===== src/rtl/ctrl_pkg.sv =====
// ---------------------------------------------------------------------------
// ctrl_pkg
// Shared definitions for the multi-cycle control sequencer:
//   - FSM state encoding (state_e)
//   - RISC-V opcode constants handled by the sequencer
//   - ALU op codes driven on `op`
//   - next-PC select codes driven on `pc_src`
//   - decoded instruction class and the bundle of registered control outputs
// ---------------------------------------------------------------------------
package ctrl_pkg;

  typedef enum logic [3:0] {
    S_IDLE   = 4'd0,
    S_LOAD   = 4'd1,
    S_FETCH  = 4'd2,
    S_DECODE = 4'd3,
    S_EXEC   = 4'd4,
    S_MEM    = 4'd5,
    S_WB     = 4'd6,
    S_HALT   = 4'd7,
    S_TRAP   = 4'd8
  } state_e;

  localparam logic [6:0] OP_R   = 7'h33;
  localparam logic [6:0] OP_I   = 7'h13;
  localparam logic [6:0] OP_LW  = 7'h03;
  localparam logic [6:0] OP_SW  = 7'h23;
  localparam logic [6:0] OP_BEQ = 7'h63;
  localparam logic [6:0] OP_JAL = 7'h6F;

  localparam logic [2:0] ALU_AND = 3'b000;
  localparam logic [2:0] ALU_OR  = 3'b001;
  localparam logic [2:0] ALU_ADD = 3'b010;
  localparam logic [2:0] ALU_SUB = 3'b110;
  localparam logic [2:0] ALU_SLT = 3'b011;

  localparam logic [1:0] PC_P4    = 2'b00;
  localparam logic [1:0] PC_BR    = 2'b01;
  localparam logic [1:0] PC_JMP   = 2'b10;
  localparam logic [1:0] PC_ENTRY = 2'b11;

  typedef enum logic [2:0] {
    CLS_R   = 3'd0,
    CLS_I   = 3'd1,
    CLS_LW  = 3'd2,
    CLS_SW  = 3'd3,
    CLS_BEQ = 3'd4,
    CLS_JAL = 3'd5,
    CLS_BAD = 3'd6
  } ins_class_e;

  // Control outputs held in flops; one value per FSM state.
  typedef struct packed {
    logic       reg_write;
    logic       alu_src;
    logic       mem_read;
    logic       mem_write;
    logic       mem2reg;
    logic [2:0] op;
    logic       pc_write;
    logic [1:0] pc_src;
    logic       busy;
    logic       done;
    logic       trap;
  } ctrl_t;

  localparam ctrl_t CTRL_RESET = '{
    reg_write: 1'b0,
    alu_src:   1'b0,
    mem_read:  1'b0,
    mem_write: 1'b0,
    mem2reg:   1'b0,
    op:        ALU_ADD,
    pc_write:  1'b0,
    pc_src:    PC_P4,
    busy:      1'b0,
    done:      1'b0,
    trap:      1'b0
  };

  // Classes whose ALU B operand is the immediate.
  function automatic logic class_uses_imm(input ins_class_e cls);
    case (cls)
      CLS_I, CLS_LW, CLS_SW, CLS_JAL: return 1'b1;
      default:                        return 1'b0;
    endcase
  endfunction

endpackage


===== src/rtl/multicycle_ctrl_if.sv =====
// ---------------------------------------------------------------------------
// multicycle_ctrl_if
// Bundle between the sequencer and the datapath / host.
//   master (sequencer): inputs start, ins, zero, mem_ack;
//                       outputs datapath controls, PC controls, status, counters
//   slave  (datapath/host): the mirror image
// ---------------------------------------------------------------------------
interface multicycle_ctrl_if #(
  parameter int CNT_W = 32
);
  logic             start;
  logic [31:0]      ins;
  logic             zero;
  logic             mem_ack;
  logic             RegWrite;
  logic             ALUSrc;
  logic             MemRead;
  logic             MemWrite;
  logic             Mem2Reg;
  logic [2:0]       op;
  logic             PCWrite;
  logic [1:0]       pc_src;
  logic             busy;
  logic             done;
  logic             trap;
  logic [CNT_W-1:0] retired;
  logic [CNT_W-1:0] stalls;

  modport master (
    input  start, ins, zero, mem_ack,
    output RegWrite, ALUSrc, MemRead, MemWrite, Mem2Reg, op,
    output PCWrite, pc_src, busy, done, trap, retired, stalls
  );

  modport slave (
    output start, ins, zero, mem_ack,
    input  RegWrite, ALUSrc, MemRead, MemWrite, Mem2Reg, op,
    input  PCWrite, pc_src, busy, done, trap, retired, stalls
  );
endinterface


===== src/rtl/ctrl_decode.sv =====
// ---------------------------------------------------------------------------
// ctrl_decode
// Combinational instruction classifier.
//   opcode_i    : ins[6:0]
//   funct3_i    : ins[14:12]
//   funct7_b5_i : ins[30] (selects sub over add for R-type funct3 000)
//   cls_o       : instruction class
//   alu_op_o    : ALU op for R-type (sub for beq, add otherwise)
//   legal_o     : opcode supported and, for R-type, funct3 supported
// ---------------------------------------------------------------------------
module ctrl_decode
  import ctrl_pkg::*;
(
  input  logic [6:0] opcode_i,
  input  logic [2:0] funct3_i,
  input  logic       funct7_b5_i,
  output ins_class_e cls_o,
  output logic [2:0] alu_op_o,
  output logic       legal_o
);

  // Classify the opcode and pick the ALU operation.
  always_comb begin
    cls_o    = CLS_BAD;
    alu_op_o = ALU_ADD;
    legal_o  = 1'b0;
    case (opcode_i)
      OP_R: begin
        cls_o = CLS_R;
        case (funct3_i)
          3'b000: begin
            alu_op_o = funct7_b5_i ? ALU_SUB : ALU_ADD;
            legal_o  = 1'b1;
          end
          3'b110: begin
            alu_op_o = ALU_OR;
            legal_o  = 1'b1;
          end
          3'b111: begin
            alu_op_o = ALU_AND;
            legal_o  = 1'b1;
          end
          3'b010: begin
            alu_op_o = ALU_SLT;
            legal_o  = 1'b1;
          end
          default: begin
            alu_op_o = ALU_ADD;
            legal_o  = 1'b0;
          end
        endcase
      end
      OP_I: begin
        cls_o   = CLS_I;
        legal_o = 1'b1;
      end
      OP_LW: begin
        cls_o   = CLS_LW;
        legal_o = 1'b1;
      end
      OP_SW: begin
        cls_o   = CLS_SW;
        legal_o = 1'b1;
      end
      OP_BEQ: begin
        cls_o    = CLS_BEQ;
        alu_op_o = ALU_SUB;
        legal_o  = 1'b1;
      end
      OP_JAL: begin
        cls_o   = CLS_JAL;
        legal_o = 1'b1;
      end
      default: begin
        cls_o   = CLS_BAD;
        legal_o = 1'b0;
      end
    endcase
  end

endmodule


===== src/rtl/multicycle_ctrl.sv =====
// ---------------------------------------------------------------------------
// multicycle_ctrl
// Multi-cycle control sequencer: steps each instruction through
// FETCH/DECODE/EXEC/MEM/WB, drives the datapath and PC controls, waits on
// the data-memory acknowledge and counts retired instructions and stalls.
//   clk, reset : single clock, synchronous active-high reset
//   bus        : multicycle_ctrl_if.master (start/ins/zero/mem_ack in;
//                controls, status and counters out)
//   MAX_WAIT   : consecutive MEM cycles without mem_ack before trapping (>=1)
//   CNT_W      : width of the retired / stall counters
// ---------------------------------------------------------------------------
module multicycle_ctrl
  import ctrl_pkg::*;
#(
  parameter int MAX_WAIT = 8,
  parameter int CNT_W    = 32
) (
  input  logic               clk,
  input  logic               reset,
  multicycle_ctrl_if.master  bus
);

  localparam int WAIT_W = (MAX_WAIT > 1) ? $clog2(MAX_WAIT) : 1;
  localparam logic [WAIT_W-1:0] WAIT_LAST = WAIT_W'(MAX_WAIT - 1);

  state_e            state_q, state_d;
  ctrl_t             ctrl_q, ctrl_d;
  logic [WAIT_W-1:0] wait_q, wait_d;
  logic [CNT_W-1:0]  retired_q, retired_d;
  logic [CNT_W-1:0]  stalls_q, stalls_d;

  ins_class_e cls_s;
  logic [2:0] alu_op_s;
  logic       legal_s;
  logic       beq_exec_s;
  logic       sw_ack_s;
  logic       pc_write_s;

  ctrl_decode u_decode (
    .opcode_i    (bus.ins[6:0]),
    .funct3_i    (bus.ins[14:12]),
    .funct7_b5_i (bus.ins[30]),
    .cls_o       (cls_s),
    .alu_op_o    (alu_op_s),
    .legal_o     (legal_s)
  );

  // Control outputs for a given state; ins is stable from the end of FETCH,
  // so class-dependent fields are valid whenever they are used.
  function automatic ctrl_t ctrl_for(input state_e st, input ins_class_e cls,
                                     input logic [2:0] alu_op);
    ctrl_t      c;
    logic [2:0] ex_op;
    logic       ex_src;
    c      = CTRL_RESET;
    ex_src = class_uses_imm(cls);
    ex_op  = (cls == CLS_R)   ? alu_op  :
             (cls == CLS_BEQ) ? ALU_SUB : ALU_ADD;
    case (st)
      S_IDLE: c = CTRL_RESET;
      S_LOAD: begin
        c.busy     = 1'b1;
        c.pc_write = 1'b1;
        c.pc_src   = PC_ENTRY;
      end
      S_FETCH, S_DECODE: c.busy = 1'b1;
      S_EXEC: begin
        c.busy    = 1'b1;
        c.alu_src = ex_src;
        c.op      = ex_op;
        if (cls == CLS_BEQ) begin
          // pc_src is resolved from zero at the output, not here.
          c.pc_write = 1'b1;
        end else if (cls == CLS_JAL) begin
          c.reg_write = 1'b1;
          c.pc_write  = 1'b1;
          c.pc_src    = PC_JMP;
        end else begin
          c.pc_write = 1'b0;
        end
      end
      S_MEM: begin
        c.busy      = 1'b1;
        c.alu_src   = 1'b1;
        c.op        = ALU_ADD;
        c.mem_read  = (cls == CLS_LW);
        c.mem_write = (cls == CLS_SW);
      end
      S_WB: begin
        c.busy      = 1'b1;
        c.reg_write = 1'b1;
        c.mem2reg   = (cls == CLS_LW);
        c.alu_src   = ex_src;
        c.op        = ex_op;
        c.pc_write  = 1'b1;
      end
      S_HALT:  c.done = 1'b1;
      S_TRAP:  c.trap = 1'b1;
      default: c.trap = 1'b1;
    endcase
    return c;
  endfunction

  // Next-state decode of the sequencer FSM.
  always_comb begin
    state_d = state_q;
    case (state_q)
      S_IDLE:   state_d = bus.start ? S_LOAD : S_IDLE;
      S_LOAD:   state_d = S_FETCH;
      S_FETCH:  state_d = S_DECODE;
      S_DECODE: begin
        if (bus.ins == 32'h0000_0000) begin
          state_d = S_HALT;
        end else if (!legal_s) begin
          state_d = S_TRAP;
        end else begin
          state_d = S_EXEC;
        end
      end
      S_EXEC: begin
        case (cls_s)
          CLS_R, CLS_I:     state_d = S_WB;
          CLS_LW, CLS_SW:   state_d = S_MEM;
          CLS_BEQ, CLS_JAL: state_d = S_FETCH;
          default:          state_d = S_TRAP;
        endcase
      end
      S_MEM: begin
        // An ack in the last allowed cycle still wins over the timeout.
        if (bus.mem_ack) begin
          state_d = (cls_s == CLS_LW) ? S_WB : S_FETCH;
        end else if (wait_q == WAIT_LAST) begin
          state_d = S_TRAP;
        end else begin
          state_d = S_MEM;
        end
      end
      S_WB:    state_d = S_FETCH;
      S_HALT:  state_d = S_HALT;
      S_TRAP:  state_d = S_TRAP;
      default: state_d = S_TRAP;
    endcase
  end

  // Commit detection, wait counter and performance counter next values.
  always_comb begin
    beq_exec_s = (state_q == S_EXEC) && (cls_s == CLS_BEQ);
    // sw commits in the MEM cycle that sees the ack; no WB follows.
    sw_ack_s   = (state_q == S_MEM) && (cls_s == CLS_SW) && bus.mem_ack;
    pc_write_s = ctrl_q.pc_write | sw_ack_s;
    ctrl_d     = ctrl_for(state_d, cls_s, alu_op_s);

    if ((state_q == S_MEM) && !bus.mem_ack && (state_d == S_MEM)) begin
      wait_d = wait_q + {{(WAIT_W-1){1'b0}}, 1'b1};
    end else begin
      wait_d = {WAIT_W{1'b0}};
    end

    // The entry-point load in LOAD is not an instruction commit.
    if (pc_write_s && (state_q != S_LOAD)) begin
      retired_d = retired_q + {{(CNT_W-1){1'b0}}, 1'b1};
    end else begin
      retired_d = retired_q;
    end

    if ((state_q == S_MEM) && !bus.mem_ack) begin
      stalls_d = stalls_q + {{(CNT_W-1){1'b0}}, 1'b1};
    end else begin
      stalls_d = stalls_q;
    end
  end

  // Sequencer state, registered controls and counters.
  always_ff @(posedge clk) begin
    if (reset) begin
      state_q   <= S_IDLE;
      ctrl_q    <= CTRL_RESET;
      wait_q    <= {WAIT_W{1'b0}};
      retired_q <= {CNT_W{1'b0}};
      stalls_q  <= {CNT_W{1'b0}};
    end else begin
      state_q   <= state_d;
      ctrl_q    <= ctrl_d;
      wait_q    <= wait_d;
      retired_q <= retired_d;
      stalls_q  <= stalls_d;
    end
  end

  assign bus.RegWrite = ctrl_q.reg_write;
  assign bus.ALUSrc   = ctrl_q.alu_src;
  assign bus.MemRead  = ctrl_q.mem_read;
  assign bus.MemWrite = ctrl_q.mem_write;
  assign bus.Mem2Reg  = ctrl_q.mem2reg;
  assign bus.op       = ctrl_q.op;
  assign bus.PCWrite  = pc_write_s;
  assign bus.pc_src   = beq_exec_s ? (bus.zero ? PC_BR : PC_P4) : ctrl_q.pc_src;
  assign bus.busy     = ctrl_q.busy;
  assign bus.done     = ctrl_q.done;
  assign bus.trap     = ctrl_q.trap;
  assign bus.retired  = retired_q;
  assign bus.stalls   = stalls_q;

endmodule


===== src/flat_wrapper.sv =====
// flat-port wrapper written by rule: the top's interface ports become plain ports
module multicycle_ctrl_flat import ctrl_pkg::*;
#(
  parameter int MAX_WAIT = 8,
  parameter int CNT_W    = 32
)
  (clk, reset, bus_start, bus_ins, bus_zero, bus_mem_ack, bus_RegWrite, bus_ALUSrc, bus_MemRead, bus_MemWrite, bus_Mem2Reg, bus_op, bus_PCWrite, bus_pc_src, bus_busy, bus_done, bus_trap, bus_retired, bus_stalls);
  multicycle_ctrl_if #(.CNT_W(CNT_W)) bus_i ();
  input  logic clk;
  input  logic reset;
  input wire logic [$bits(bus_i.start)-1:0] bus_start;
  input wire logic [$bits(bus_i.ins)-1:0] bus_ins;
  input wire logic [$bits(bus_i.zero)-1:0] bus_zero;
  input wire logic [$bits(bus_i.mem_ack)-1:0] bus_mem_ack;
  output wire logic [$bits(bus_i.RegWrite)-1:0] bus_RegWrite;
  output wire logic [$bits(bus_i.ALUSrc)-1:0] bus_ALUSrc;
  output wire logic [$bits(bus_i.MemRead)-1:0] bus_MemRead;
  output wire logic [$bits(bus_i.MemWrite)-1:0] bus_MemWrite;
  output wire logic [$bits(bus_i.Mem2Reg)-1:0] bus_Mem2Reg;
  output wire logic [$bits(bus_i.op)-1:0] bus_op;
  output wire logic [$bits(bus_i.PCWrite)-1:0] bus_PCWrite;
  output wire logic [$bits(bus_i.pc_src)-1:0] bus_pc_src;
  output wire logic [$bits(bus_i.busy)-1:0] bus_busy;
  output wire logic [$bits(bus_i.done)-1:0] bus_done;
  output wire logic [$bits(bus_i.trap)-1:0] bus_trap;
  output wire logic [$bits(bus_i.retired)-1:0] bus_retired;
  output wire logic [$bits(bus_i.stalls)-1:0] bus_stalls;
  assign bus_i.start = bus_start;
  assign bus_i.ins = bus_ins;
  assign bus_i.zero = bus_zero;
  assign bus_i.mem_ack = bus_mem_ack;
  assign bus_RegWrite = bus_i.RegWrite;
  assign bus_ALUSrc = bus_i.ALUSrc;
  assign bus_MemRead = bus_i.MemRead;
  assign bus_MemWrite = bus_i.MemWrite;
  assign bus_Mem2Reg = bus_i.Mem2Reg;
  assign bus_op = bus_i.op;
  assign bus_PCWrite = bus_i.PCWrite;
  assign bus_pc_src = bus_i.pc_src;
  assign bus_busy = bus_i.busy;
  assign bus_done = bus_i.done;
  assign bus_trap = bus_i.trap;
  assign bus_retired = bus_i.retired;
  assign bus_stalls = bus_i.stalls;
  multicycle_ctrl #(.MAX_WAIT(MAX_WAIT), .CNT_W(CNT_W)) u_core (.clk(clk), .reset(reset), .bus(bus_i));
endmodule

===== config.mk =====
export PLATFORM = sky130hd
export DESIGN_NAME = multicycle_ctrl_flat
export DESIGN_NICKNAME = d
export VERILOG_FILES = /design/src/rtl/ctrl_pkg.sv /design/src/rtl/multicycle_ctrl_if.sv /design/src/rtl/ctrl_decode.sv /design/src/rtl/multicycle_ctrl.sv /design/src/flat_wrapper.sv
export SDC_FILE = /design/constraint.sdc
export NUM_CORES = 1
export LEC_CHECK = 0
export ABC_AREA = 1
export CORE_MARGIN = 3
export CORE_UTILIZATION = 51
export CTS_CLUSTER_DIAMETER = 150
export CTS_CLUSTER_SIZE = 8
export DETAILED_ROUTE_END_ITERATION = 6
export GPL_ROUTABILITY_DRIVEN = 0
export PLACE_DENSITY = 0.83
export SETUP_SLACK_MARGIN = 0.15
export SYNTH_ARGS = -nofsm -noshare
export SYNTH_HDL_FRONTEND = slang
export SYNTH_SLANG_ARGS = --single-unit

===== constraint.sdc =====
create_clock -name clk -period 2.6 [get_ports clk]
set_input_delay 0.26 -clock clk [delete_from_list [all_inputs] [get_ports clk]]
set_output_delay 0.26 -clock clk [all_outputs]
set_load 0.005 [all_outputs]

# Word-level counts from Yosys, hierarchy flattened

Index checks and enable logic that the tools add are counted.

Register bits after elaboration: 85
Bits of input ports: 37

Add/sub/neg operators: 3
Equal/unequal tests: 30
Multiplexer cells: 31
Bitwise logic cells: 5
Reduce and logical (&&, ||, !) cells: 27

Operator list:

| cell                                                             | number |
|---|---|
| 32-bit by 1-bit adder with 32-bit output (second input constant) | 2 |
| 4-bit by 3-bit == test with 1-bit output (second input constant) | 8 |
| 32-bit zero test                                                 | 1 |
| 4-bit case mux with 7 select lines                               | 1 |
| 2-bit OR reduction                                               | 10 |
| 3-bit case mux with 6 select lines                               | 1 |
| 4-bit by 2-bit == test with 1-bit output (second input constant) | 4 |
| 4-bit two-way mux                                                | 4 |
| 3-bit == test (second input constant)                            | 5 |
| 7-bit by 6-bit == test with 1-bit output (second input constant) | 2 |
| 7-bit == test (second input constant)                            | 2 |
| 3-bit two-way mux                                                | 4 |
| 3-bit case mux with 4 select lines                               | 1 |
| 4-bit case mux with 3 select lines                               | 1 |
| 1-bit two-way mux                                                | 10 |
| 3-bit by 2-bit == test with 1-bit output (second input constant) | 3 |
| 4-bit by 1-bit == test with 1-bit output (second input constant) | 2 |
| 4-bit zero test                                                  | 2 |
| 1-bit case mux with 2 select lines                               | 4 |
| 4-bit OR reduction                                               | 2 |
| 8-bit OR reduction                                               | 1 |
| 7-bit by 2-bit == test with 1-bit output (second input constant) | 1 |
| 7-bit by 5-bit == test with 1-bit output (second input constant) | 1 |
| 1-bit logical AND                                                | 6 |
| other kinds (12)                                                 | 18 |

# Depth between registers and ports, before layout

Depth after elaboration: 11
Mapped depth: 16

# Cells and area by module

From an unflattened synthesis, not the netlist that was laid out.

Cell total of the unflattened synthesis: 783
Area total of the unflattened synthesis: 5013.6 um^2

Modules (own cells, without submodules):

| module          | instances | cells an instance | area each (um^2) | sequential area each (um^2) |
|---|---|---|---|---|
| multicycle_ctrl | 1         | 740               | 4788.3           | 1701.6 |
| ctrl_decode     | 1         | 43                | 225.2            | 0.0 |

# Worst setup path before layout

OpenSTA, ideal clock, no wires.

Path type: in2reg
From: input bus_ins[0]
To: register u_core.ctrl_q[5] (netlist bit)
Library setup time: 128 ps
Arrival: 1756 ps
Required time: 2472 ps
Path slack: 717 ps
Stages on the path: 14
Cell sequence: nand2_2 inv_1 nand2_1 nor2_1 nor2_2 ha_1 nor4_1 o21ai_2 inv_2 nor2_8 nand3_1 nand2_1 nor2_1 nor2_1

Word-level cells in the longest chain between the ends: 9
Elaborated cells on any way between the ends: 32
Those cells by class: eq/ne: 14; mux: 11; reduce/logical: 7

RTL lines:

| item                                                                                                 | RTL line                                      | RTL |
|---|---|---|
| start: declaration                                                                                   | flat_wrapper.sv:12                            | `input wire logic [$bits(bus_i.ins)-1:0] bus_ins;` |
| 7-bit == test, or another cell as far along                                                          | ctrl_decode.sv:27                             | `case (opcode_i)` |
| 3-bit case mux with 6 select lines or 5-bit OR reduction (tied branches)                             | -                                             |  |
| 3-bit == test, or another cell as far along                                                          | multicycle_ctrl.sv:74, multicycle_ctrl.sv:121 |  |
| 2-bit OR reduction, or another cell as far along                                                     | multicycle_ctrl.sv:121                        | `case (cls_s)` |
| 4-bit case mux with 3 select lines, or another cell as far along                                     | multicycle_ctrl.sv:121                        |  |
| 4-bit case mux with 7 select lines                                                                   | multicycle_ctrl.sv:107                        | `case (state_q)` |
| 4-bit by 1-bit == test with 1-bit output or 4-bit by 3-bit == test with 1-bit output (tied branches) | multicycle_ctrl.sv:59                         | `case (st)` |
| 2-bit OR reduction (no source line)                                                                  | -                                             |  |
| 1-bit case mux with 2 select lines (*)                                                               | multicycle_ctrl.sv:59                         |  |
| end signal: assignment                                                                               | multicycle_ctrl.sv:183                        | `ctrl_q <= ctrl_d;` |
| end: declaration                                                                                     | multicycle_ctrl.sv:27                         | `ctrl_t ctrl_q, ctrl_d;` |

Every way passes the cells marked *; elsewhere a longest branch is shown, timed or not.
A chain may end at the register's enable or synchronous reset.

# Worst setup path after layout

From: input bus_ins[3]
To: output bus_PCWrite

Word-level cells in the longest chain between the ends: 6
Elaborated cells on any way between the ends: 11
Those cells by class: eq/ne: 7; mux: 1; bitwise: 1; reduce/logical: 2

RTL lines:

| item                                         | RTL line               | RTL |
|---|---|---|
| 7-bit == test, or another cell as far along  | ctrl_decode.sv:27      |  |
| 3-bit case mux with 6 select lines (*)       | ctrl_decode.sv:27      |  |
| 3-bit by 2-bit == test with 1-bit output (*) | multicycle_ctrl.sv:149 | `sw_ack_s = (state_q == S_MEM) && (cls_s == CLS_SW) && bus.mem_ack;` |
| 1-bit logical AND (*) (2 in series)          | multicycle_ctrl.sv:149 |  |
| 1-bit OR (*)                                 | multicycle_ctrl.sv:150 | `pc_write_s = ctrl_q.pc_write \| sw_ack_s;` |
| end: declaration                             | flat_wrapper.sv:21     | `output wire logic [$bits(bus_i.PCWrite)-1:0] bus_PCWrite;` |

Marked as above.

==> impl_metrics.py <==
metrics = {
    "run_status": {
        "status": "complete, no violations",
    },
    "die": {
        "die_w_um": 106,
        "coreArea_um2": 9460,
        "fp.dieH_um": 106,
        "fp.dieArea_um2": 11200,
        "ios": 115,
        "start_util_pct": 53.9,
        "std_cell_rows": 35,
    },
    "clocking": {
        "cts_buffers": 9,
        "clock_latency_ns": 0.36,
        "cts.hold.buffers_added": 0,
        "cts_buffer_depth": 2,
        "cts_sinks": 85,
        "cts_tree": "built",
        "clk_pin_slew_ns": 0.08,
        "h-tree-depth": 3,
        "cts_root_buf": "clkbuf_8",
    },
    "critical_path": {
        "r2r_start": "u_core.bus.retired[1]$_SDFFE_PP0P_",
        "crit_arrival_ns": 2.09,
        "cp.required_ns": 2.34,
        "r2r_end": "u_core.bus.retired[26]$_SDFFE_PP0P_",
        "max_stage_delay_ns": 0.52,
        "critPathLaunchType": "input pin",
        "crit_start": "bus_ins[3]",
        "endpoint": "bus_PCWrite",
        "critPathKind": "input pin to output pin",
        "critPathBufInv": 3,
        "cp_top_family": "buffers and inverters",
        "cp_slowest_cell": "clkdlybuf4s50_1",
        "reg2reg_depth": 8,
        "cp.depth": 11,
        "crit_path_max_fanout": 5,
        "path_common_cell": "nor2_2",
        "reg2reg_setup_slack_ns": 0.48,
        "worstPathCellList": "dlygate4sd2_1 > nor2_1 > nand2_1 > nor2_2 > nor2_2 > ha_2 > nand3_4 > buf_4 > nand3_2 > o21bai_4 > clkdlybuf4s50_1",
        "worst_setup_path_end_kind": "output pin",
    },
    "grt": {
        "track_usage_pct": 25.1,
        "grt_pass1_wl_um": 23500,
        "grt_pass1_vias": 5112,
        "antenna_found_initial": 0,
        "grt_max_degree": 53,
        "overflow": 0,
    },
    "finish": {
        "nets": 923,
        "area_growth_pct": 32.0,
        "instances_no_fill": 1013,
        "diodes": 0,
        "post_route_cells_drive_above_1_share_pct": 12.0,
        "fill_cells": 820,
    },
    "logic_synthesis": {
        "synth-main-ff-cell": "dfxtp_1",
        "syn_area_per_cell_um2": 6.84,
        "yosysTopAreaCellShare_pct": 33.4,
        "synth.distinct_cells": 41,
        "synth.yosys.warnings": 0,
        "yosys-top-cells-area": "dfxtp_1 33%, nand2_1 14%, nor2_1 8.5%, inv_1 5.2%, xor2_1 4.5%",
        "yosys.area.top_type": "dfxtp_1",
        "synthesis.area_um2": 5100,
        "ys_async_sr_fraction_pct": 0,
        "yosysSeqAreaShare_pct": 33.4,
        "synth_seq_cells": 85,
        "syn_inst": 745,
        "synth-edff-count": 0,
        "syn_nets": 789,
    },
    "drt": {
        "vias_per_cell": 5.26,
        "wl_um": 13700,
        "routedWlPerCell_um": 13.5,
        "drt_iter0_markers": 297,
        "vias": 5326,
        "ant_nets": 0,
        "drc": 0,
        "drt_first_pass_iters": 7,
    },
    "sta": {
        "hold_viol": 0,
        "rsz0062_at_grt": "false",
        "setup_ws_ns": 0.253,
        "maxSlewHeadroom_pct": 45.8,
        "tightest_slew_ns": 0.812,
        "finalCritPeriodShare_pct": 90.3,
        "period_minus_slack_ns": 2.35,
        "finalMaxSlewViolations": 0,
        "clock.fmax_ghz": 0.426,
        "setup_viol": 0,
        "skew_ns": 0.00990,
    },
    "min_path": {
        "min-delay-path-class": "register to register",
    },
    "flow_run": {
        "drv_cap": 0,
    },
    "placed_design": {
        "dp_slack_ns": -0.280,
        "dpl.hpwl_um": 10700,
        "placedCellCount": 989,
        "numPortBuffers": 114,
    },
    "pwr": {
        "powerDensity_nw_per_um2": 390,
        "vdd_ir_drop_max_mv": 0.299,
        "p_leak_nw": 2.53,
    },
}
==> worst min-delay path by stage <==
stage                                            from                          end  slack, ns  depth (start not counted)
final                     u_core.wait_q[0]$_SDFF_PP0_  u_core.wait_q[0]$_SDFF_PP0_       0.43                          1
after global routing      u_core.wait_q[0]$_SDFF_PP0_  u_core.wait_q[0]$_SDFF_PP0_       0.46                          1
after CTS                 u_core.wait_q[0]$_SDFF_PP0_  u_core.wait_q[0]$_SDFF_PP0_       0.44                          1
after detailed placement  u_core.wait_q[0]$_SDFF_PP0_  u_core.wait_q[0]$_SDFF_PP0_       0.43                          1
after global placement    u_core.wait_q[0]$_SDFF_PP0_  u_core.wait_q[0]$_SDFF_PP0_       0.41                          1
after floorplan                           bus_ins[13]  u_core.bus.op[0]$_SDFF_PP0_       0.39                          2
==> routing by layer <==
metal / vias up / part of all wire (%) / GRT usage [%]
met5: - / 0 / 0
met4: 0 / 1.7 / 7.12
met3: 23 / 7.1 / 5.40
met2: 211 / 49 / 44.4
met1: 2436 / 42 / 30.7
li1: 2656 / - / -
==> logic make-up after synthesis <==
kind of cell | count (synthesis) | share of synthesized area, %
compound gates | 76 | 8.35
xor+xnor | 39 | 6.70
fa+ha+maj | 7 | 1.72
buf+inv | 100 | 8.22
flops | 85 | 33.4
mux | 1 | 0.221
simple gates | 437 | 41.4
==> timing repair <==
item,CTS,global route
resized for setup,14,4
endpoints found under the hold margin,0,0
pin swaps,6,5
setup buffers,8,0
setup endpoints to repair,3,5
gates cloned,0,0
==> power by group <==
part           internal [mW]  switching, mW  leakage (nW)
clock                  0.447          0.502        0.0918
combinational          0.156          0.179          1.75
sequential              1.32         0.0166         0.686
==> synth_stat cells, types with 10 or more instances <==
library cell,n
inv_2,10
clkbuf_1,10
xor2_1,26
nor3_1,33
xnor2_1,13
a21oi_1,45
nand3_1,30
o21ai_0,15
inv_1,71
nand3_2,10
nor2_1,116
dfxtp_1,85
nand2_1,186
nand4_1,18
==> area by class of cell <==
| cell class | instances | area [µm²] | area share [%] |
|---|---|---|---|
| Clock buffer | 9 | 124 | 1.84 |
| Inverter | 82 | 309 | 4.59 |
| Multi-Input combinational cell | 560 | 3000 | 44.6 |
| Timing Repair Buffer | 141 | 1360 | 20.2 |
| Tap cell | 129 | 161 | 2.40 |
| Clock inverter | 7 | 75.1 | 1.12 |
| Sequential cell | 85 | 1700 | 25.3 |
==> state kept, by name (all words and copies together) (netlist names), 3 cells and up <==
register	cells
u_core.bus.retired	32
u_core.bus.stalls	32
u_core.state_q	4
u_core.bus.op	3
u_core.ctrl_q	3
u_core.wait_q	3
==> through the flow <==
| stage | utilization [%] | instance area (µm²) | power (mW) | hold WS, ns | TNS (ns) |
|---|---|---|---|---|---|
| floorplan | - | 5100 | 1.55 | 0.391 | 0 |
| global placement | 68.2 | 6450 | 1.69 | 0.408 | -0.155 |
| detailed placement | 68.2 | 6450 | 1.70 | 0.428 | -0.552 |
| CTS | 71.0 | 6720 | 2.63 | 0.440 | 0 |
| global route | 71.1 | 6730 | 2.72 | 0.457 | 0 |
| finish | 71.1 | 6730 | 2.62 | 0.431 | 0 |
==> cell usage in the layout (no fill, tap or decap), types with 4 or more instances in the layout <==
cell type / Yosys / layout
nand2_1: 186 / 186
nor2_1: 116 / 112
clkdlybuf4s50_1: 0 / 105
dfxtp_1: 85 / 85
inv_1: 71 / 71
a21oi_1: 45 / 45
nor3_1: 33 / 33
nand3_1: 30 / 29
xor2_1: 26 / 26
buf_4: 3 / 25
nand4_1: 18 / 18
o21ai_0: 15 / 15
xnor2_1: 13 / 13
nand3_2: 10 / 11
inv_2: 10 / 10
nor2_2: 5 / 9
clkbuf_8: 0 / 9
nor4_1: 8 / 8
ha_1: 7 / 6
nand3_4: 5 / 5
nand2_2: 5 / 5
dlygate4sd2_1: 0 / 5
o21bai_1: 4 / 4
nor3b_1: 4 / 4
nor2_4: 4 / 4
(Power assumes the default switching activity.)
==> edit 1, RTL diff (config.mk and constraints unchanged) <==
`CNT_W` is set to 32 in 3 places; all go to 64.
--- a/src/rtl/multicycle_ctrl_if.sv
+++ b/src/rtl/multicycle_ctrl_if.sv
@@ -6,7 +6,7 @@
 //   slave  (datapath/host): the mirror image
 // ---------------------------------------------------------------------------
 interface multicycle_ctrl_if #(
-  parameter int CNT_W = 32
+  parameter int CNT_W = 64
 );
   logic             start;
   logic [31:0]      ins;
--- a/src/rtl/multicycle_ctrl.sv
+++ b/src/rtl/multicycle_ctrl.sv
@@ -13,7 +13,7 @@
   import ctrl_pkg::*;
 #(
   parameter int MAX_WAIT = 8,
-  parameter int CNT_W    = 32
+  parameter int CNT_W    = 64
 ) (
   input  logic               clk,
   input  logic               reset,
--- a/src/flat_wrapper.sv
+++ b/src/flat_wrapper.sv
@@ -2,7 +2,7 @@
 module multicycle_ctrl_flat import ctrl_pkg::*;
 #(
   parameter int MAX_WAIT = 8,
-  parameter int CNT_W    = 32
+  parameter int CNT_W    = 64
 )
   (clk, reset, bus_start, bus_ins, bus_zero, bus_mem_ack, bus_RegWrite, bus_ALUSrc, bus_MemRead, bus_MemWrite, bus_Mem2Reg, bus_op, bus_PCWrite, bus_pc_src, bus_busy, bus_done, bus_trap, bus_retired, bus_stalls);
   multicycle_ctrl_if #(.CNT_W(CNT_W)) bus_i ();
Interface: changed (resized bus_retired and bus_stalls); port bits go from 115 to 179. The function was not compared with the original's and may differ.
==> edit 1 against the unedited design <==
Setup slack better by 0.093 ns; design area grew 87%; sequential power grew 73%; synthesized cell count up 98%; area after synthesis grew 90%; highest routed layer unchanged; largest power group is now the clock network; routed wire length grew 120%; fmax increased by 4.1%; sequential cell count rose by 64; power rose by 100%.
==> edit 1: results (changes against the unedited design) <==
| Metric | Value |
|---|---|
| Crit Path Max Fanout | `3 (was 5)` |
| Clock buffer count from CTS | `17 (was 9)` |
| CTS root buf | `clkbuf_16 (was clkbuf_8)` |
| Met2 Track Usage GR | `48.6% (was 44.4%)` |
| Vias | `10600 (was 5326)` |
| CP startpoint | `bus_ins[2] (was bus_ins[3])` |
| Total GRT Usage | `29.0% (was 25.1%)` |
| Sequential area share after synthesis | `30.7% (was 33.4%)` |
| Clk_lat worst skew | `0.44 ns (was 0.36 ns)` |
| Status | `finished, final reports clean (unchanged)` |
| Fraction of layout cells with a size suffix above 1 | `13.9% (was 12.0%)` |
| GR Util met1 | `35.7% (was 30.7%)` |
| Vias in the first global route | `10100 (was 5112)` |
| HPWL after detailed placement | `22.9 mm (was 10.7 mm)` |
| Skew final | `0.0140 ns (was 0.00990 ns)` |
| First-pass GRT wire length | `48.6 mm (was 23.5 mm)` |
| Syn avg cell area | `6.58 sq um (was 6.84 sq um)` |
| Largest net degree at the start of global routing | `114 (was 53)` |
| I/O Buffers | `178 (was 114)` |
| Hold_sp | `reset (was u_core.wait_q[0])` |
| H-tree levels | `4 (was 3)` |
| Maximum VDD drop | `0.000552 V (was 0.000299 V)` |
| # fillers | `1495 (was 820)` |
| Nets@finish | `1726 (was 923)` |
| Synth unique cells | `47 (was 41)` |
## edit 1: changes by cell type after synthesis, sizes merged, moves of 13 or more
cell   before  now
a21oi      47  103
buf         8   21
dfxtp      85  149
inv        81  158
nand2     193  404
nand3      45   88
nand4      20   47
nor2      128  261
nor3       35   65
xnor2      13   31
xor2       26   53
## edit 1: cell families (layout without fill, tap and decap cells)
family | Yosys count | count (layout) | synth area share [%]
adder cells (fa/ha/maj) | 7 | 7 | 0.902
XOR/XNOR | 84 | 84 | 7.58
multiplexers | 1 | 1 | 0.116
AND/OR/NAND/NOR | 890 | 890 | 42.0
flip-flops | 149 | 149 | 30.7
AO/OA/AOI/OAI | 146 | 146 | 9.80
buffers and inverters | 199 | 416 | 8.87
## edit 1: routing by layer
| metal | wire length [um] | vias up |
|---|---|---|
| met2 | 14400 | 548 |
| met1 | 12100 | 4789 |
| li1 | - | 5155 |
| met5 | 0 | - |
| met4 | 1390 | 0 |
| met3 | 2520 | 119 |
## edit 1: path summary, 6_finish.rpt
check | slack, ns | endpoint | depth (start not counted)
max reg2reg | 0.35 | u_core.bus.retired[56] | 10
min | 0.29 | u_core.bus.op[1] | 3
max | 0.35 | bus_pc_src[0] | 13
min reg2reg | 0.42 | u_core.wait_q[0] | 1
## edit 1: power breakdown
part	leakage [nW]	switching [mW]	total, mW	internal (mW)
Sequential	1.20	0.0170	2.32	2.30
Clock	0.283	0.984	2.54	1.55
Combinational	2.84	0.269	0.448	0.179
## edit 1: through the flow
stage / cell area [sq um] / setup TNS [ns]
floorplan: 9710 / 0
global placement: 11900 / -0.742
detailed placement: 11900 / -10.56
CTS: 12500 / 0
global route: 12600 / 0
finish: 12600 / 0
## edit 1: repair_timing
| item | in CTS | in global routing |
|---|---|---|
| hold endpoints to repair | 0 | 0 |
| cloned | 0 | 0 |
| gates resized for setup | 17 | 12 |
| pin swaps | 5 | 6 |
| setup endpoints to repair | 3 | 1 |
| setup buffers | 7 | 1 |
## edit 1: cell type report
| class | instances | area share, % |
|---|---|---|
| multi-input combinational | 1128 | 47.0 |
| sequential | 149 | 23.8 |
| timing repair buffer | 225 | 17.3 |
| inverter | 161 | 4.89 |
| clock buffer | 23 | 3.73 |
| tap | 229 | 2.28 |
| clock inverter | 7 | 0.987 |
## edit 1: worst max-delay path, stage by stage
cell	delay, ns
dlygate4sd2_1	0.27
inv_1	0.07
nand2_2	0.07
nor2_4	0.11
nand3_4	0.09
ha_4	0.18
nand3_4	0.09
nand2_2	0.08
nor2_4	0.12
nand2_1	0.06
nor2_2	0.13
mux2_2	0.35
clkbuf_2	0.12
==> edit 2, RTL diff (same settings) <==
Made on the original files. Make the reset (`reset`) asynchronous in one clocked block. Comments in the files are not updated.
--- a/src/rtl/multicycle_ctrl.sv
+++ b/src/rtl/multicycle_ctrl.sv
@@ -171,7 +171,7 @@
   end
 
   // Sequencer state, registered controls and counters.
-  always_ff @(posedge clk) begin
+  always_ff @(posedge clk or posedge reset) begin
     if (reset) begin
       state_q   <= S_IDLE;
       ctrl_q    <= CTRL_RESET;
Function: differs if reset is asserted again (counterexample within 4 cycles, from zero or initial values and one cycle with reset high); with reset held inactive, the same outputs for 10 cycles.
==> edit 2 against the unedited design <==
First-iteration DRC count down 25%; hold slack worse by 0.22 ns; design area down 1.3%; routed wire length down 6.5%; sequential cell count unchanged; area after synthesis down 2.8%; setup slack worse by 0.087 ns.
Power is not compared: it rests on default switching activity, and its combinational part moved more than twofold at a synthesized area within 25%.
==> edit 2: results (changes against the unedited design) <==
| Metric | Value |
|---|---|
| FFs w/ async S/R, synth | `100% (was 0%)` |
| Sequential area share after synthesis | `43.0% (was 33.4%)` |
| R2r setup slk | `0.40 ns (was 0.48 ns)` |
| Synth unique cells | `33 (was 41)` |
| Number of antenna violations at the first check in global routing | `0 (unchanged)` |
| Status | `finished, final reports clean (unchanged)` |
| Dpl ws | `-0.210 ns (was -0.280 ns)` |
| Maximum VDD drop | `0.000227 V` |
| Drt pass-1 iters | `5 (was 7)` |
| Worst r2r src | `u_core.bus.stalls[0] (was u_core.bus.retired[1])` |
| Largest net degree at the start of global routing | `35 (was 53)` |
| GR Util met1 | `29.4% (was 30.7%)` |
| Post-synthesis net count | `700 (was 789)` |
| Via density | `5.25 (was 5.26)` |
| Clk_lat worst skew | `0.36 ns (about the same)` |
| Top cell types by occurrence after synthesis | `nand2_1, nor2_1, dfrtp_1 (was nand2_1, nor2_1, dfxtp_1)` |
| Top cells by area, synth | `dfrtp_1, nand2_1, nor2_1 (was dfxtp_1, nand2_1, nor2_1)` |
| Crit Path Max Fanout | `4 (was 5)` |
| # fillers | `759 (was 820)` |
| Fraction of layout cells with a size suffix above 1 | `8.85% (was 12.0%)` |
| Total routed wirelength | `12.8 mm (was 13.7 mm)` |
| First-pass GRT wire length | `21.7 mm (was 23.5 mm)` |
| H-tree levels | `3 (unchanged)` |
| Inserted Diodes | `0 (unchanged)` |
| Worst slew pin tran | `0.694 ns (was 0.812 ns)` |
| Iter 0 DRT Violations | `223 (was 297)` |
| Arrival time at the worst endpoint | `2.17 ns (was 2.09 ns)` |
| M3 GR Usage | `4.26% (was 5.40%)` |
| Reg-to-reg critical path endpoint | `u_core.bus.stalls[28] (was u_core.bus.retired[26])` |
| CP startpoint | `bus_ins[6] (was bus_ins[3])` |
| Met2 Track Usage GR | `41.9% (was 44.4%)` |
| Nets@finish | `841 (was 923)` |
| Skew final | `0.0142 ns (was 0.00990 ns)` |
| Placed Area | `6400 sq um (was 6450 sq um)` |
| Hold Slack | `0.214 ns (was 0.431 ns)` |
| HPWL after detailed placement | `9.87 mm (was 10.7 mm)` |
| Min-delay worst type | `in -> async (was reg -> reg)` |
| Slowest cell on crit path | `clkdlybuf4s50_1 (unchanged)` |
| Total GRT Usage | `24.0% (was 25.1%)` |
| Vias in the first global route | `4782 (was 5112)` |
| Crit-path max cell delay | `0.44 ns (was 0.52 ns)` |
[edit 2: power breakdown]
group          internal [mW]  leakage [nW]  switching (mW)
combinational         0.0672          1.98          0.0626
clock                  0.373        0.0815           0.485
sequential              1.32          1.14               0
[edit 2: layer usage]
metal / part of all wire [%] / wire length (um)
met1: 40 / 5190
met2: 50 / 6480
met3: 6.6 / 847
met4: 2.5 / 321
met5: 0 / 0
[edit 2: timing repair]
action | in CTS | in global routing
pin swaps | 2 | 3
endpoints found under the setup margin | 3 | 3
gates resized for setup | 11 | 9
setup buffers | 0 | 2
cloned | 0 | 0
[edit 2: area by class of cell]
type                       count  area [sq um]  share of cell area [%]
clock inverter                 5          36.3                   0.547
inverter                      67           255                    3.85
timing repair buffer         143          1390                    20.9
clock buffer                  11           141                    2.13
sequential                    85          2130                    32.1
tap                          129           161                    2.43
multi-input combinational    491          2530                    38.1
[edit 2: per-stage QoR]
step / std cells / utilization [%] / power (mW)
floorplan: 656 / - / 1.39
detailed placement: 913 / 68.6 / 1.48
CTS: 929 / 70.6 / 2.33
global placement: 913 / 68.6 / 1.47
global route: 931 / 71.1 / 2.40
finish: 931 / 71.1 / 2.31
[edit 2: worst max path at each step]
stage	slack, ns	cells after the start	end
3_3_place_gp	-0.12	10	bus_pc_src[0]
5_1_grt	0.08	13	bus_pc_src[0]
6_report	0.17	13	bus_pc_src[0]
3_5_place_dp	-0.21	10	bus_pc_src[0]
2_1_floorplan	0.49	14	u_core.bus.retired[5]
4_1_cts	-0.003	10	bus_pc_src[0]
[edit 2: logic make-up after synthesis]
group	share of synthesized area [%]
mux	0.227
compound gates	2.38
xor+xnor	10.3
simple gates	35.5
fa+ha+maj	1.77
buf+inv	6.87
flops	43.0
